`config.mk`:
```
export PLATFORM = sky130hd
export DESIGN_NAME = v8x3_prio_encoder
export DESIGN_NICKNAME = d
export VERILOG_FILES = /design/src/rtl/v8x3_prio_encoder.sv
export SDC_FILE = /design/constraint.sdc
export NUM_CORES = 1
export LEC_CHECK = 0
export BUFFER_PORTS_ARGS = -buffer_cell sky130_fd_sc_hd__buf_2
export CORE_MARGIN = 10
export CORE_UTILIZATION = 30
export CTS_CLUSTER_DIAMETER = 150
export CTS_CLUSTER_SIZE = 24
export DETAILED_ROUTE_END_ITERATION = 8
export MAX_ROUTING_LAYER = met4
export PLACE_DENSITY = 0.55
export REMOVE_ABC_BUFFERS = 1
export SYNTH_ARGS = -nofsm -noshare
export SYNTH_HDL_FRONTEND = slang
export SYNTH_SLANG_ARGS = --single-unit
```
`constraint.sdc`:
```
create_clock -name CLK -period 1.6 [get_ports CLK]
set_clock_uncertainty 0.05 [all_clocks]
set_input_delay 0.24 -clock CLK [delete_from_list [all_inputs] [get_ports CLK]]
set_output_delay 0.24 -clock CLK [all_outputs]
set_load 0.005 [all_outputs]
```
`src/rtl/v8x3_prio_encoder.sv`:
```
// Registered 8-to-3 priority encoder: synchronizes active-low request edges, queues them
// as pending bits and presents the highest pending index through a VALID/ACK handshake.
module v8x3_prio_encoder #(
    parameter int SYNC_STAGES = 2
) (
    input  logic       CLK,
    input  logic       RESET_L,
    input  logic [7:0] I_L,
    input  logic       EI_L,
    input  logic       ACK,
    output logic [2:0] A,
    output logic       VALID,
    output logic       GS_L,
    output logic       EO_L,
    output logic       OVR
);

    typedef enum logic [1:0] {
        IDLE    = 2'd0,
        PRESENT = 2'd1,
        GAP     = 2'd2
    } state_t;

    logic [7:0] sync_q [SYNC_STAGES];
    logic [7:0] sync_d [SYNC_STAGES];
    logic [7:0] prev_q, prev_d;
    logic [7:0] pending_q, pending_d;
    state_t     state_q, state_d;
    logic [2:0] a_q, a_d;
    logic       valid_q, valid_d;
    logic       gs_l_q, gs_l_d;
    logic       eo_l_q, eo_l_d;
    logic       ovr_q, ovr_d;

    logic [7:0] s_i_l;
    logic [7:0] rise;
    logic [7:0] clr;
    logic       ack_acc;

    function automatic logic [2:0] highest_index(input logic [7:0] v);
        logic [2:0] r;
        r = 3'd0;
        for (int i = 0; i < 8; i++) begin
            if (v[i]) r = i[2:0];
        end
        return r;
    endfunction

    always_comb begin
        sync_d[0] = I_L;
        for (int i = 1; i < SYNC_STAGES; i++) begin
            sync_d[i] = sync_q[i-1];
        end
    end

    assign s_i_l = sync_q[SYNC_STAGES-1];

    // A request is a high-to-low transition of the synchronized line; held-low lines count once.
    always_comb begin
        prev_d    = s_i_l;
        rise      = prev_q & ~s_i_l;
        ack_acc   = (state_q == PRESENT) && ACK;
        clr       = ack_acc ? (8'h01 << a_q) : 8'h00;
        pending_d = (pending_q & ~clr) | rise;
        ovr_d     = |(rise & pending_q & ~clr);
        gs_l_d    = ~(~EI_L & (|pending_d));
        eo_l_d    = ~(~EI_L & ~(|pending_d));
    end

    // GAP falls through to the grant decision so the next VALID can follow one idle cycle.
    always_comb begin
        state_d = state_q;
        a_d     = a_q;
        case (state_q)
            IDLE, GAP: begin
                state_d = IDLE;
                if (!EI_L && (pending_q != 8'h00)) begin
                    a_d     = highest_index(pending_q);
                    state_d = PRESENT;
                end
            end
            PRESENT: begin
                if (ACK) state_d = GAP;
            end
            default: state_d = IDLE;
        endcase
        valid_d = (state_d == PRESENT);
    end

    always_ff @(posedge CLK or negedge RESET_L) begin
        if (!RESET_L) begin
            for (int i = 0; i < SYNC_STAGES; i++) begin
                sync_q[i] <= 8'hFF;
            end
            prev_q    <= 8'hFF;
            pending_q <= 8'h00;
            state_q   <= IDLE;
            a_q       <= 3'd0;
            valid_q   <= 1'b0;
            gs_l_q    <= 1'b1;
            eo_l_q    <= 1'b1;
            ovr_q     <= 1'b0;
        end else begin
            for (int i = 0; i < SYNC_STAGES; i++) begin
                sync_q[i] <= sync_d[i];
            end
            prev_q    <= prev_d;
            pending_q <= pending_d;
            state_q   <= state_d;
            a_q       <= a_d;
            valid_q   <= valid_d;
            gs_l_q    <= gs_l_d;
            eo_l_q    <= eo_l_d;
            ovr_q     <= ovr_d;
        end
    end

    assign A     = a_q;
    assign VALID = valid_q;
    assign GS_L  = gs_l_q;
    assign EO_L  = eo_l_q;
    assign OVR   = ovr_q;

endmodule

```
# --- Yosys cells after proc, flatten, opt, wreduce, memory -nomap -nowiden ---
# Cells that the tools add are included.
word_totals:
  ff_bits: 41
  inputBits: 12
  out_inout_bits: 7
  elab_cells: 47
op_classes:
  n_eq_ne: 3
  shift: 1
  mux: 11
  bitwise: 13
  reduce_logical: 9
ops:
  columns: ["cell", "n"]
  rows:
  - ["$and A8 B8 Y8", 4]
  - ["$mux W3", 6]
  - ["$not A8 Y8", 2]
  - ["$reduce_or A8 Y1", 2]
  - ["$mux W8", 1]
  - ["$or A8 B8 Y8", 1]
  - ["$reduce_bool A8 Y1", 1]
  - ["$shl A1 B3 Y8 const A", 1]
  - ["$eq A2 B1 Y1 const B", 2]
  - ["$not A1 Y1", 4]
  - ["$pmux W2 S2", 1]
  - ["$and A1 B1 Y1", 2]
  - ["$eq A2 B2 Y1 const B", 1]
  - ["$logic_and A1 B1 Y1", 2]
  - ["$logic_not A2 Y1", 1]
  - ["$mux W1", 2]
  - ["$mux W2", 1]
  - ["$reduce_and A2 Y1", 1]
  - ["$reduce_or A2 Y1", 1]
  - ["$logic_not A1 Y1", 1]

# --- Depth between registers and ports, before layout ---
logic_depth:
  word_depth: 10
  mapped_depth: 5
  mapped_depth_nobuf: 5

# --- Worst setup path before layout ---
# No wires, ideal clock.
synth_timing:
  path_kind: "flip-flop to flip-flop"
  start: "register state_q[1]"
  end: "register ovr_q, in the netlist OVR"
  setup_time_ps: 138
  arrival_time_ps: 1441
  required_time_ps: 1412
  setup_slack_ps: -30
  stages_incl_launch_ff: 6
  path_buffers: 0
  synth_period_minus_slack_ps: 1630
  cell_sequence: "dfrtp_1 > nor2b_4 > nand3b_1 > o31ai_2 > o22ai_1 > or4_1"
synth_via:
  elab_chain_cells: 6
synth_lines:
  columns: ["element", "line", "text"]
  rows:
  - ["start, declared", "28", "state_t state_q, state_d;"]
  - ["start signal, assigned", "109", "state_q <= state_d;"]
  - ["$eq A2 B1 Y1", "62", "ack_acc = (state_q == PRESENT) && ACK;"]
  - ["$logic_and A1 B1 Y1", "62", null]
  - ["$mux W8", "63", "clr = ack_acc ? (8'h01 << a_q) : 8'h00;"]
  - ["$not A8 Y8", "65", "ovr_d = |(rise & pending_q & ~clr);"]
  - ["$and A8 B8 Y8", "65", null]
  - ["$reduce_or A8 Y1", "65", null]
  - ["net ovr_d", "33", "logic ovr_q, ovr_d;"]
  - ["end signal, assigned", "114", "ovr_q <= ovr_d;"]
  - ["end, declared", "33", null]
# The timed path passes the listed nets, and every way through them passes these cells.
# A chain may end at the register's enable or synchronous reset.

# --- Final worst setup path ---
# Ends and elaborated chain as after synthesis.

==> metrics.txt <==
status=finished with violations; violated checks=negative setup slack; PortBufs=18; largest net degree at the start of global routing=42; CTS tree=done; Die Y=92.1 um; Post-synth EDFFs=0; DIE WIDTH=92.1 um; core area=5070 um^2; ant diodes=0; routability congestion estimate=0.867; Critical Path AT=1.93 ns; leading area contributor after synthesis=dfstp_2; Least-Margin Pin Slew=0.497 ns; post-synth top area share=0.438; CTS Buf Count=5; GRT overflow=0; syn avg cell area=12.6 um^2; Leak Pwr=0.905 nW; WL final=3580 um; routed len/inst=14.0 um; CP Capture Type=flip-flop; worst path required time=1.72 ns; Post-Syn Area=1560 um^2; WL met3=183 um; crit path kind=reg2reg; CTS max path bufs=2; Iteration-0 DRC Markers=67; final net count=197; Setup violations, final=3; Distinct cells, synth=32; Pins Over Slew Limit=0; Async S/R FF share, synth=1.00; initial antenna violation count=0; startpoint types=flip-flop; DP HPWL=2560 um; register area share after synthesis=0.678; synthesized instance count=124; std cell rows=26; router iterations before antenna repair=4; crit path max-delay cell type=or4_1; vias per cell=4.58; fin worst setup slack=-0.211 ns; worst min path class=in2reg; most common cell after layout, fill and taps aside=buf_4; root buf cell=clkbuf_8; top cells by area, synth=dfstp_2, dfrtp_1, nand2_1; first-pass GRT wire length=6120 um; CP Buf/Inv Count=0; antenna-violating nets left=0; wire length on met2=1710 um; Peak VDD IR=0.000606 V; H-tree depth=2; highest routed metal layer=met4; Clock Latency Late Sink=0.30 ns; Synth Register Bits=41; slowest stage delay, CP=0.49 ns; pwr dens=1130 nW/um^2; wl on met1=1650 um; Die Area=8490 um^2; final cell count without fillers=256; yosys warns=0; total number of vias=1173; post-route clock period utilization=1.13; number of max-cap violations=0; layout cell share with drive strength beyond 1=0.489; Reg clk slew, reported paths=0.08 ns; placed insts=235; Peak Freq=0.552 GHz; vias in the first global route=1270; crit path cell chain=nor2b_4, nand3b_1, o31ai_2, o22ai_1, or4_1; Crit path max-delay family=simple AND/OR/NAND/NOR gates; IO Pins=19; Area growth, synth to finish=37.5%; Initial Util=0.307; crit path max fanout=4; max_slew headroom=0.669; RSZ-0062 raised after global routing=true; final hold vios=0; most frequent cells in the layout=buf_4, dfstp_2, buf_2; clock sink count=41; global-route usage over all layers=0.0925; Final Util=0.423; Final min period=1.81 ns; DRC=0; Synth Flop Type=dfstp_2
## power by group
part	switching [mW]	internal (mW)	total [mW]
combinational	0.232	0.248	0.479
clock	0.385	0.315	0.700
sequential	0.0828	1.15	1.24
total	0.699	1.72	2.42
## sequential cells by signal, summed over array words and instances (netlist names)
| signal | flops |
|---|---|
| state_q | 2 |
| prev_d | 8 |
| VALID | 1 |
| A | 3 |
| GS_L | 1 |
| OVR | 1 |
| sync_d | 8 |
| EO_L | 1 |
| prev_q | 8 |
| pending_q | 8 |
## final timing paths
| check | from | endpoint | slack, ns | cells after the start |
|---|---|---|---|---|
| min | ACK | VALID | 0.10 | 2 |
| max in group asynchronous | RESET_L | prev_d[2] | 0.65 | 3 |
| max | state_q[1] | OVR | -0.21 | 5 |
| min reg2reg | sync_d[7] | prev_d[7] | 0.31 | 0 |
| max reg2reg | state_q[1] | OVR | -0.21 | 5 |
| min in group asynchronous | RESET_L | pending_q[3] | 0.49 | 3 |
## metal layers
layer	GRT usage	vias up
met2	0.146	33
met4	0.0347	0
met3	0.0350	4
met5	-	-
met1	0.105	571
li1	-	565
## worst register-to-register path, cell delays in order (launching register included)
cell and delay, ns:
dfrtp_1 0.41, nor2b_4 0.14, nand3b_1 0.18, o31ai_2 0.30
o22ai_1 0.11, or4_1 0.49
## cell type report
class,count,area [um^2]
clock buffer,5,68.8
clock inverter,3,25.0
fill,517,2930
inverter,4,15.0
multi-input combinational,79,508
sequential,41,1060
tap,70,87.6
timing repair buffer,54,383
## cells by family (layout without fill, tap and decap cells)
| kind of cell | count (synthesis) | in the layout | synth area share |
|---|---|---|---|
| AND/OR/NAND/NOR | 47 | 47 | 0.174 |
| flip-flops | 41 | 41 | 0.678 |
| AO/OA/AOI/OAI | 32 | 32 | 0.138 |
| buffers and inverters | 4 | 66 | 0.00962 |
## synthesized netlist by cell type, types with 2 or more instances
master and count:
a21oi_1 4, o21ai_0 8, dfrtp_1 15, o22ai_1 4
nand2_1 15, inv_1 4, nand4_1 2, o31ai_2 2
nand2b_1 8, nor4_1 2, nor2_1 6, nand2b_2 4
o21ai_1 5, dfstp_2 26, nand3_1 2
## what timing repair did
action,4_1_cts,5_1_grt
hold endpoints to repair,23,0
endpoints found under the setup margin,3,7
pin swaps,2,5
buffers inserted,2,2
hold buffers,9,0
gates resized for setup,4,3
## metrics by stage
| stage | area (um^2) | power (mW) | hold slack [ns] | setup slack (ns) | TNS [ns] |
|---|---|---|---|---|---|
| finish | 2150 | 2.42 | 0.101 | -0.211 | -0.310 |
| global route | 2150 | 2.57 | 0.109 | -0.286 | -0.512 |
| CTS | 2120 | 2.43 | 0.100 | -0.147 | -0.229 |
| detailed placement | 1910 | 1.68 | 0.277 | -0.145 | -0.276 |
| global placement | 1910 | 1.68 | 0.266 | -0.129 | -0.196 |
| floorplan | 1560 | 1.42 | -0.106 | -0.0299 | -0.0299 |
(Power assumes the default switching activity.)
